<file path="src/rtl/clint_trap_ctrl_pkg.sv">
// Shared constants for the trap sequencer: CSR addresses, cause codes,
// mstatus bit positions and the FSM state encoding.
package clint_trap_ctrl_pkg;

    localparam logic [11:0] ADDR_MSTATUS = 12'h300;
    localparam logic [11:0] ADDR_MTVEC   = 12'h305;
    localparam logic [11:0] ADDR_MEPC    = 12'h341;
    localparam logic [11:0] ADDR_MCAUSE  = 12'h342;

    localparam logic [63:0] CAUSE_MTI     = 64'h8000_0000_0000_0007;
    localparam logic [63:0] CAUSE_ECALL_M = 64'h0000_0000_0000_000B;

    localparam int MSTATUS_MIE    = 3;
    localparam int MSTATUS_MPIE   = 7;
    localparam int MSTATUS_MPP_LO = 11;
    localparam int MSTATUS_MPP_HI = 12;

    typedef enum logic [2:0] {
        ST_IDLE      = 3'd0,
        ST_W_MEPC    = 3'd1,
        ST_W_MCAUSE  = 3'd2,
        ST_W_MSTATUS = 3'd3,
        ST_R_MSTATUS = 3'd4,
        ST_JUMP      = 3'd5
    } state_e;

endpackage

</file>
<file path="src/rtl/clint_trap_ctrl_if.sv">
// CLINT-side CSR write port and fetch redirect, bundled as one bus.
// The master is the trap sequencer; the slave side is the CSR file / PC mux.
interface clint_trap_ctrl_if #(
    parameter int XLEN = 64
);
    logic            cpu_csr_wen_i;
    logic            clint_csr_wen_o;
    logic [11:0]     clint_csr_waddr_o;
    logic [XLEN-1:0] clint_csr_wdata_o;
    logic            redirect_valid_o;
    logic [XLEN-1:0] redirect_pc_o;

    modport master (
        input  cpu_csr_wen_i,
        output clint_csr_wen_o,
        output clint_csr_waddr_o,
        output clint_csr_wdata_o,
        output redirect_valid_o,
        output redirect_pc_o
    );

    modport slave (
        output cpu_csr_wen_i,
        input  clint_csr_wen_o,
        input  clint_csr_waddr_o,
        input  clint_csr_wdata_o,
        input  redirect_valid_o,
        input  redirect_pc_o
    );
endinterface

</file>
<file path="src/rtl/clint_trap_ctrl_trap_vec_calc.sv">
// Trap target computation from mtvec. Vectored mode only applies to
// interrupts; exceptions always land on the base address.
module trap_vec_calc #(
    parameter int VECTORED_EN = 1,
    parameter int XLEN        = 64
) (
    input  logic [XLEN-1:0] mtvec_i,
    input  logic [5:0]      cause_idx_i,
    input  logic            is_int_i,
    output logic [XLEN-1:0] target_o
);

    logic [XLEN-1:0] base;
    logic [XLEN-1:0] offset;

    // Base is mtvec with MODE bits cleared; vectored offset is 4*cause.
    always_comb begin
        base   = {mtvec_i[XLEN-1:2], 2'b00};
        offset = XLEN'({cause_idx_i, 2'b00});
        if ((VECTORED_EN != 0) && is_int_i && (mtvec_i[1:0] == 2'b01)) begin
            target_o = base + offset;
        end else begin
            target_o = base;
        end
    end

endmodule

</file>
<file path="src/rtl/clint_trap_ctrl.sv">
// Trap/interrupt sequencer. Stalls the pipeline on ecall, timer interrupt
// or mret, issues the CSR writes one per cycle through the CLINT port,
// then strobes a PC redirect.
//
// state        | meaning
// ST_IDLE      | waiting for a valid instruction that traps or returns
// ST_W_MEPC    | writing latched PC to mepc
// ST_W_MCAUSE  | writing latched cause to mcause
// ST_W_MSTATUS | writing trap-entry mstatus (MPIE<=MIE, MIE<=0, MPP<=M)
// ST_R_MSTATUS | writing mret mstatus (MIE<=MPIE, MPIE<=1, MPP<=M)
// ST_JUMP      | one-cycle redirect to trap vector or mepc
module clint_trap_ctrl
    import clint_trap_ctrl_pkg::*;
#(
    parameter int VECTORED_EN = 1,
    parameter int XLEN        = 64
) (
    input  logic                   clk,
    input  logic                   rst,
    input  logic                   inst_valid_i,
    input  logic [XLEN-1:0]        inst_pc_i,
    input  logic                   ecall_i,
    input  logic                   mret_i,
    input  logic                   global_int_en_i,
    input  logic                   mtime_int_en_i,
    input  logic                   mtime_int_pend_i,
    input  logic [XLEN-1:0]        csr_mtvec_i,
    input  logic [XLEN-1:0]        csr_mepc_i,
    input  logic [XLEN-1:0]        csr_mstatus_i,
    clint_trap_ctrl_if.master      csr_bus,
    output logic                   stall_o,
    output logic                   busy_o
);

    localparam logic [XLEN-1:0] CAUSE_INT_X   = {1'b1, {(XLEN-7){1'b0}}, CAUSE_MTI[5:0]};
    localparam logic [XLEN-1:0] CAUSE_ECALL_X = {{(XLEN-6){1'b0}}, CAUSE_ECALL_M[5:0]};

    state_e          state_q, state_d;
    logic [XLEN-1:0] epc_q, epc_d;
    logic [XLEN-1:0] cause_q, cause_d;
    logic            is_int_q, is_int_d;
    logic            is_mret_q, is_mret_d;

    logic            int_take;
    logic            take_now;
    logic            cpu_wen;
    logic [XLEN-1:0] mstatus_trap;
    logic [XLEN-1:0] mstatus_mret;
    logic [XLEN-1:0] trap_target;

    logic            wen;
    logic [11:0]     waddr;
    logic [XLEN-1:0] wdata;
    logic            rvalid;
    logic [XLEN-1:0] rpc;

    assign cpu_wen  = csr_bus.cpu_csr_wen_i;
    assign int_take = global_int_en_i & mtime_int_en_i & mtime_int_pend_i;
    assign take_now = (state_q == ST_IDLE) & inst_valid_i & (int_take | ecall_i | mret_i);

    trap_vec_calc #(
        .VECTORED_EN (VECTORED_EN),
        .XLEN        (XLEN)
    ) u_trap_vec_calc (
        .mtvec_i     (csr_mtvec_i),
        .cause_idx_i (cause_q[5:0]),
        .is_int_i    (is_int_q),
        .target_o    (trap_target)
    );

    // mstatus images for trap entry and for mret, built from the live CSR value.
    always_comb begin
        mstatus_trap = csr_mstatus_i;
        mstatus_trap[MSTATUS_MPIE] = csr_mstatus_i[MSTATUS_MIE];
        mstatus_trap[MSTATUS_MIE]  = 1'b0;
        mstatus_trap[MSTATUS_MPP_HI:MSTATUS_MPP_LO] = 2'b11;

        mstatus_mret = csr_mstatus_i;
        mstatus_mret[MSTATUS_MIE]  = csr_mstatus_i[MSTATUS_MPIE];
        mstatus_mret[MSTATUS_MPIE] = 1'b1;
        mstatus_mret[MSTATUS_MPP_HI:MSTATUS_MPP_LO] = 2'b11;
    end

    // Next-state: accept in IDLE by priority, hold any write state while the
    // CPU owns the CSR write port so the same write is re-driven next cycle.
    always_comb begin
        state_d   = state_q;
        epc_d     = epc_q;
        cause_d   = cause_q;
        is_int_d  = is_int_q;
        is_mret_d = is_mret_q;
        case (state_q)
            ST_IDLE: begin
                if (inst_valid_i) begin
                    if (int_take) begin
                        epc_d     = inst_pc_i;
                        cause_d   = CAUSE_INT_X;
                        is_int_d  = 1'b1;
                        is_mret_d = 1'b0;
                        state_d   = ST_W_MEPC;
                    end else if (ecall_i) begin
                        epc_d     = inst_pc_i;
                        cause_d   = CAUSE_ECALL_X;
                        is_int_d  = 1'b0;
                        is_mret_d = 1'b0;
                        state_d   = ST_W_MEPC;
                    end else if (mret_i) begin
                        epc_d     = inst_pc_i;
                        cause_d   = '0;
                        is_int_d  = 1'b0;
                        is_mret_d = 1'b1;
                        state_d   = ST_R_MSTATUS;
                    end
                end
            end
            ST_W_MEPC:    if (!cpu_wen) state_d = ST_W_MCAUSE;
            ST_W_MCAUSE:  if (!cpu_wen) state_d = ST_W_MSTATUS;
            ST_W_MSTATUS: if (!cpu_wen) state_d = ST_JUMP;
            ST_R_MSTATUS: if (!cpu_wen) state_d = ST_JUMP;
            ST_JUMP:      state_d = ST_IDLE;
            default:      state_d = ST_IDLE;
        endcase
    end

    // State and latched trap context; reset abandons any sequence in flight.
    always_ff @(posedge clk or posedge rst) begin
        if (rst) begin
            state_q   <= ST_IDLE;
            epc_q     <= '0;
            cause_q   <= '0;
            is_int_q  <= 1'b0;
            is_mret_q <= 1'b0;
        end else begin
            state_q   <= state_d;
            epc_q     <= epc_d;
            cause_q   <= cause_d;
            is_int_q  <= is_int_d;
            is_mret_q <= is_mret_d;
        end
    end

    // CSR write port and redirect decoded purely from the state register.
    always_comb begin
        wen    = 1'b0;
        waddr  = '0;
        wdata  = '0;
        rvalid = 1'b0;
        rpc    = '0;
        case (state_q)
            ST_W_MEPC: begin
                wen   = 1'b1;
                waddr = ADDR_MEPC;
                wdata = epc_q;
            end
            ST_W_MCAUSE: begin
                wen   = 1'b1;
                waddr = ADDR_MCAUSE;
                wdata = cause_q;
            end
            ST_W_MSTATUS: begin
                wen   = 1'b1;
                waddr = ADDR_MSTATUS;
                wdata = mstatus_trap;
            end
            ST_R_MSTATUS: begin
                wen   = 1'b1;
                waddr = ADDR_MSTATUS;
                wdata = mstatus_mret;
            end
            ST_JUMP: begin
                rvalid = 1'b1;
                rpc    = is_mret_q ? csr_mepc_i : trap_target;
            end
            default: ;
        endcase
    end

    assign csr_bus.clint_csr_wen_o   = wen;
    assign csr_bus.clint_csr_waddr_o = waddr;
    assign csr_bus.clint_csr_wdata_o = wdata;
    assign csr_bus.redirect_valid_o  = rvalid;
    assign csr_bus.redirect_pc_o     = rpc;

    // Stall covers the accept cycle too; forced low while reset is asserted.
    assign stall_o = ~rst & ((state_q != ST_IDLE) | take_now);
    assign busy_o  = (state_q != ST_IDLE);

endmodule

</file>
<file path="src/flat_wrapper.sv">
// flat-port wrapper written by rule: the top's interface ports become plain ports
module clint_trap_ctrl_flat import clint_trap_ctrl_pkg::*;
#(
    parameter int VECTORED_EN = 1,
    parameter int XLEN        = 64
)
  (clk, rst, inst_valid_i, inst_pc_i, ecall_i, mret_i, global_int_en_i, mtime_int_en_i, mtime_int_pend_i, csr_mtvec_i, csr_mepc_i, csr_mstatus_i, stall_o, busy_o, csr_bus_cpu_csr_wen_i, csr_bus_clint_csr_wen_o, csr_bus_clint_csr_waddr_o, csr_bus_clint_csr_wdata_o, csr_bus_redirect_valid_o, csr_bus_redirect_pc_o);
  clint_trap_ctrl_if #(.XLEN(XLEN)) csr_bus_i ();
  input  logic clk;
  input  logic rst;
  input  logic inst_valid_i;
  input  logic [XLEN-1:0] inst_pc_i;
  input  logic ecall_i;
  input  logic mret_i;
  input  logic global_int_en_i;
  input  logic mtime_int_en_i;
  input  logic mtime_int_pend_i;
  input  logic [XLEN-1:0] csr_mtvec_i;
  input  logic [XLEN-1:0] csr_mepc_i;
  input  logic [XLEN-1:0] csr_mstatus_i;
  output logic stall_o;
  output logic busy_o;
  input wire logic [$bits(csr_bus_i.cpu_csr_wen_i)-1:0] csr_bus_cpu_csr_wen_i;
  output wire logic [$bits(csr_bus_i.clint_csr_wen_o)-1:0] csr_bus_clint_csr_wen_o;
  output wire logic [$bits(csr_bus_i.clint_csr_waddr_o)-1:0] csr_bus_clint_csr_waddr_o;
  output wire logic [$bits(csr_bus_i.clint_csr_wdata_o)-1:0] csr_bus_clint_csr_wdata_o;
  output wire logic [$bits(csr_bus_i.redirect_valid_o)-1:0] csr_bus_redirect_valid_o;
  output wire logic [$bits(csr_bus_i.redirect_pc_o)-1:0] csr_bus_redirect_pc_o;
  assign csr_bus_i.cpu_csr_wen_i = csr_bus_cpu_csr_wen_i;
  assign csr_bus_clint_csr_wen_o = csr_bus_i.clint_csr_wen_o;
  assign csr_bus_clint_csr_waddr_o = csr_bus_i.clint_csr_waddr_o;
  assign csr_bus_clint_csr_wdata_o = csr_bus_i.clint_csr_wdata_o;
  assign csr_bus_redirect_valid_o = csr_bus_i.redirect_valid_o;
  assign csr_bus_redirect_pc_o = csr_bus_i.redirect_pc_o;
  clint_trap_ctrl #(.VECTORED_EN(VECTORED_EN), .XLEN(XLEN)) u_core (.clk(clk), .rst(rst), .inst_valid_i(inst_valid_i), .inst_pc_i(inst_pc_i), .ecall_i(ecall_i), .mret_i(mret_i), .global_int_en_i(global_int_en_i), .mtime_int_en_i(mtime_int_en_i), .mtime_int_pend_i(mtime_int_pend_i), .csr_mtvec_i(csr_mtvec_i), .csr_mepc_i(csr_mepc_i), .csr_mstatus_i(csr_mstatus_i), .csr_bus(csr_bus_i), .stall_o(stall_o), .busy_o(busy_o));
endmodule
</file>
<file path="config.mk">
export PLATFORM = sky130hd
export DESIGN_NAME = clint_trap_ctrl_flat
export DESIGN_NICKNAME = d
export VERILOG_FILES = /design/src/rtl/clint_trap_ctrl_pkg.sv /design/src/rtl/clint_trap_ctrl_if.sv /design/src/rtl/clint_trap_ctrl_trap_vec_calc.sv /design/src/rtl/clint_trap_ctrl.sv /design/src/flat_wrapper.sv
export SDC_FILE = /design/constraint.sdc
export NUM_CORES = 1
export LEC_CHECK = 0
export CAP_MARGIN = 20
export CORE_AREA = 2 2 159 161
export CTS_CLUSTER_DIAMETER = 40
export CTS_CLUSTER_SIZE = 25
export DETAILED_ROUTE_END_ITERATION = 12
export DIE_AREA = 0 0 161 163
export REMOVE_ABC_BUFFERS = 1
export SKIP_LAST_GASP = 1
export SYNTH_ARGS = -nofsm -noshare
export SYNTH_HDL_FRONTEND = slang
export SYNTH_HIERARCHICAL = 1
export SYNTH_SLANG_ARGS = --single-unit
export TNS_END_PERCENT = 1
</file>
<file path="constraint.sdc">
create_clock -name clk -period 3.9 [get_ports clk]
set_input_delay 1.17 -clock clk [delete_from_list [all_inputs] [get_ports clk]]
set_output_delay 1.17 -clock clk [all_outputs]
set_load 0.01 [all_outputs]
</file>
==> run_results.csv <==
group,metric,value,unit
timing,timing.max_slew.rel_slack,55.1,%
worst_setup_path,worst_r2r_endpoint,"u_core/epc_q[55]",
route,detailroute.via_count,7194,
worst_setup_path,cpPeakStageDelay,0.33,ns
worst_setup_path,worst-setup-path-type,"input pin to primary output",
layout,syn2layout_area_growth,94.7,%
grt,grt.total_usage,20.7,%
placement,finalWeightedCongestion,0.861,
timing,clock-skew-final,0.00614,ns
power_and_ir_drop,power_per_cell_area,539,nW/um^2
floorplanning,die_height,163,um
grt,wire_length_of_the_first_global_routing_pass,42.1,mm
timing,hold_viol_final,0,
floorplanning,floorplan.initialDensity,26.3,%
timing,timing_max_transition_violations_final,0,
worst_setup_path,cp-end-kind,"primary output",
route,route.met2.wl,14.6,mm
timing,setup_violations,61,
synthesis,yosysUniqueCellTypes,58,
clock_network,clock_tree_from_tritoncts,"yes",
layout,sequential_cell_area,1780,um^2
route,m1WireLength,10.7,mm
status,violations,"setup timing",
grt,grt.overflow.total,0,
worst_setup_path,largest_fanout_on_the_critical_path,3,
synthesis,count_of_mapped_cells_out_of_synthesis,667,
clock_network,htree_levels,3,
synthesis,synthesis.yosys.warnings,6,
placement,hpwl,22.0,mm
clock_network,clock-root-buffer,"clkbuf_16",
worst_setup_path,rrSetupSlack,1.66,ns
timing,fmaxAchievable,228,MHz
worst_setup_path,worst_ep_arrival_time,3.21,ns
floorplanning,core.rowCount,58,
clock_network,clk-insertion-delay-late,0.33,ns
timing,period_share,112,%
timing,setup_repair_after_global_routing_missed_its_margin,"true",
layout,final_util,51.3,%
worst_setup_path,critPathCapture,"csr_bus_redirect_pc_o[31]",
worst_setup_path,crit_path_top_delay_cell,"or3_4",
worst_setup_path,startpoint,"csr_mtvec_i[27]",
placement,buffer_ports.inserted,399,
route,route.antenna.remaining_nets,0,
floorplanning,io-pin-count,409,
synthesis,post_synth_instance_area,6500,um^2
power_and_ir_drop,power.ir.vdd_worst,0.000396,V
layout,design.final.nets,1475,
route,detailed_route_wirelength_on_metal3,2.13,mm
synthesis,ys_async_sr_fraction,100,%
worst_setup_path,timing.critical_path.from_type,"input pin",
grt,grt_max_degree,61,
synthesis,sequential_fraction_of_the_synthesis_area,27.3,%
route,top_layer_used,"met4",
power_and_ir_drop,power.static_leakage,5.84,nW
status,run_status,"complete, but fails checks",
synthesis,synth-main-ff-cell,"dfrtp_1",
worst_setup_path,cp_cell_sequence,"clkdlybuf4s15_1 -> nand4_1 -> buf_4 -> nor4_4 -> buf_4 -> nand3_4 -> buf_6 -> or3_4 -> xnor2_2 -> mux2i_1 -> nor2_1 -> buf_2",
clock_network,cts_buffer_depth,2,
route,drt-total-wl,28.1,mm
worst_setup_path,critical_path.most_common_cell,"buf_4",
layout,layout_common_cells,"clkdlybuf4s50_1, buf_4, nor2_1",
layout,multi_input_logic_area,4900,um^2
clock_network,clk_transition_reported_paths,0.06,ns
placement,preCtsSetupSlack,-1.35,ns
timing,period_needed,4.38,ns
floorplanning,die_w,161,um
route,drtPass1Iterations,6,
layout,layout_commonest_cell,"clkdlybuf4s50_1",
synthesis,syn_area_per_cell,9.74,um^2
grt,antenna_found_initial,5,
timing,timing_worst_slew_pin_value,0.673,ns
route,wire_length_per_cell_after_detailed_routing,18.3,um
grt,grt_pass1_vias,7513,
clock_network,cts.sink_count,71,
clock_network,post_cts_hold_buffer_count,0,
timing,fin_worst_hold_slack,0.513,ns
synthesis,synth_edf_count,0,
layout,layout-drive-gt1-share,31.6,%
floorplanning,core-area,24700,um^2
clock_network,tritoncts.num_buffers,9,
layout,n_fill_cell,2310,
timing,setup_slack,-0.477,ns
route,avgViaCountPerCell,4.67,
worst_setup_path,cp_data_required_time,2.73,ns
worst_setup_path,crit-reg2reg-launch,"u_core/state_q[2]",
route,route.detailed.drc,0,
synthesis,synth.ff_latch_count,71,
worst_hold_path,holdCritPathClass,"flop to flop",
flow_run,timing.max_cap.violations,0,
route,initialDrtViolationCount,233,
floorplanning,design.die.area,26200,um^2
worst_setup_path,r2r.worst_path.cells,5,
registers in the layout, indices dropped and copies added (netlist names):
name              flops
u_core/epc_q         64
u_core/is_mret_q      1
u_core/cause_q        3
u_core/state_q        3
metal layers:
layer / up-vias / GRT usage [%]
met3: 36 / 5.55
met4: 0 / 7.47
met2: 315 / 38.1
met5: - / 0
met1: 3377 / 22.9
li1: 3466 / -
metrics by stage:
stage,cells,cell area [um^2],power [mW],setup TNS [ns]
2_1_floorplan,624,6140,3.72,-55.07
3_3_place_gp,1483,11600,5.86,-70.37
3_5_place_dp,1483,11600,5.86,-73.12
4_1_cts,1535,12600,6.89,-22.97
5_1_grt,1542,12600,7.24,-31.51
6_report,1542,12600,6.82,-22.64
logic make-up after synthesis:
kind of cell    count (synthesis)  share of synthesized area (%)
flops                          71                           27.3
compound gates                 93                           11.5
other cells                     2                          0.116
simple gates                  232                           19.6
buf+inv                        64                           6.63
xor+xnor                       63                           8.49
fa+ha+maj                       7                           1.46
mux                           135                           24.9
worst min-delay path by stage:
| stage | start | end | cells past startpoint |
|---|---|---|---|
| after floorplan | u_core/epc_q[41] | u_core/epc_q[41] | 1 |
| after global placement | u_core/epc_q[53] | u_core/epc_q[53] | 1 |
| after detailed placement | u_core/epc_q[15] | u_core/epc_q[15] | 1 |
| after CTS | u_core/epc_q[53] | u_core/epc_q[53] | 1 |
| after global routing | u_core/epc_q[28] | u_core/epc_q[28] | 1 |
| final | u_core/epc_q[41] | u_core/epc_q[41] | 1 |
cell usage after synthesis, types with 7 or more instances:
library cell,number,area [um^2]
xor2_1,34,298
nor2_1,92,345
buf_4,16,120
mux2_4,49,736
nand3_1,20,100
mux2i_1,69,691
nor3_2,7,70.1
nand3b_1,7,52.6
xnor2_1,29,254
o21ai_0,8,40.0
nand4_1,18,113
nand2_1,34,128
a21oi_1,7,35.0
a22o_1,56,490
buf_2,20,100
nor4_1,12,75.1
nor3_1,7,35.0
inv_1,12,45.0
dfrtp_1,71,1780
and3_1,7,43.8
mux2_2,17,191
repair_timing:
item                       in CTS  in global routing
setup endpoints to repair      62                106
gates cloned                    2                  0
resized for setup             344                 20
pin swaps                      89                 26
buffers inserted               35                  2
worst max-delay path, delay by kind of cell:
family / cells / cell delay [ns]
AND/OR/NAND/NOR: 5 / 0.93
buffers and inverters: 5 / 0.90
XOR/XNOR: 1 / 0.12
multiplexers: 1 / 0.08
report_power, final:
part           total [mW]  switching (mW)  leakage, nW  internal (mW)
Sequential           1.52           0.399        0.841           1.12
Clock               0.899           0.323        0.155          0.575
Combinational        4.40            1.77         4.84           2.64
area by class of cell:
type                       count  share of cell area, %
timing repair buffer         567                   40.9
multi-input combinational    542                   38.7
sequential                    71                   14.1
tap                          330                   3.26
clock buffer                  10                   1.89
clock inverter                 5                  0.643
inverter                      12                  0.366
antenna                        5                 0.0989
(Power assumes the default switching activity.)
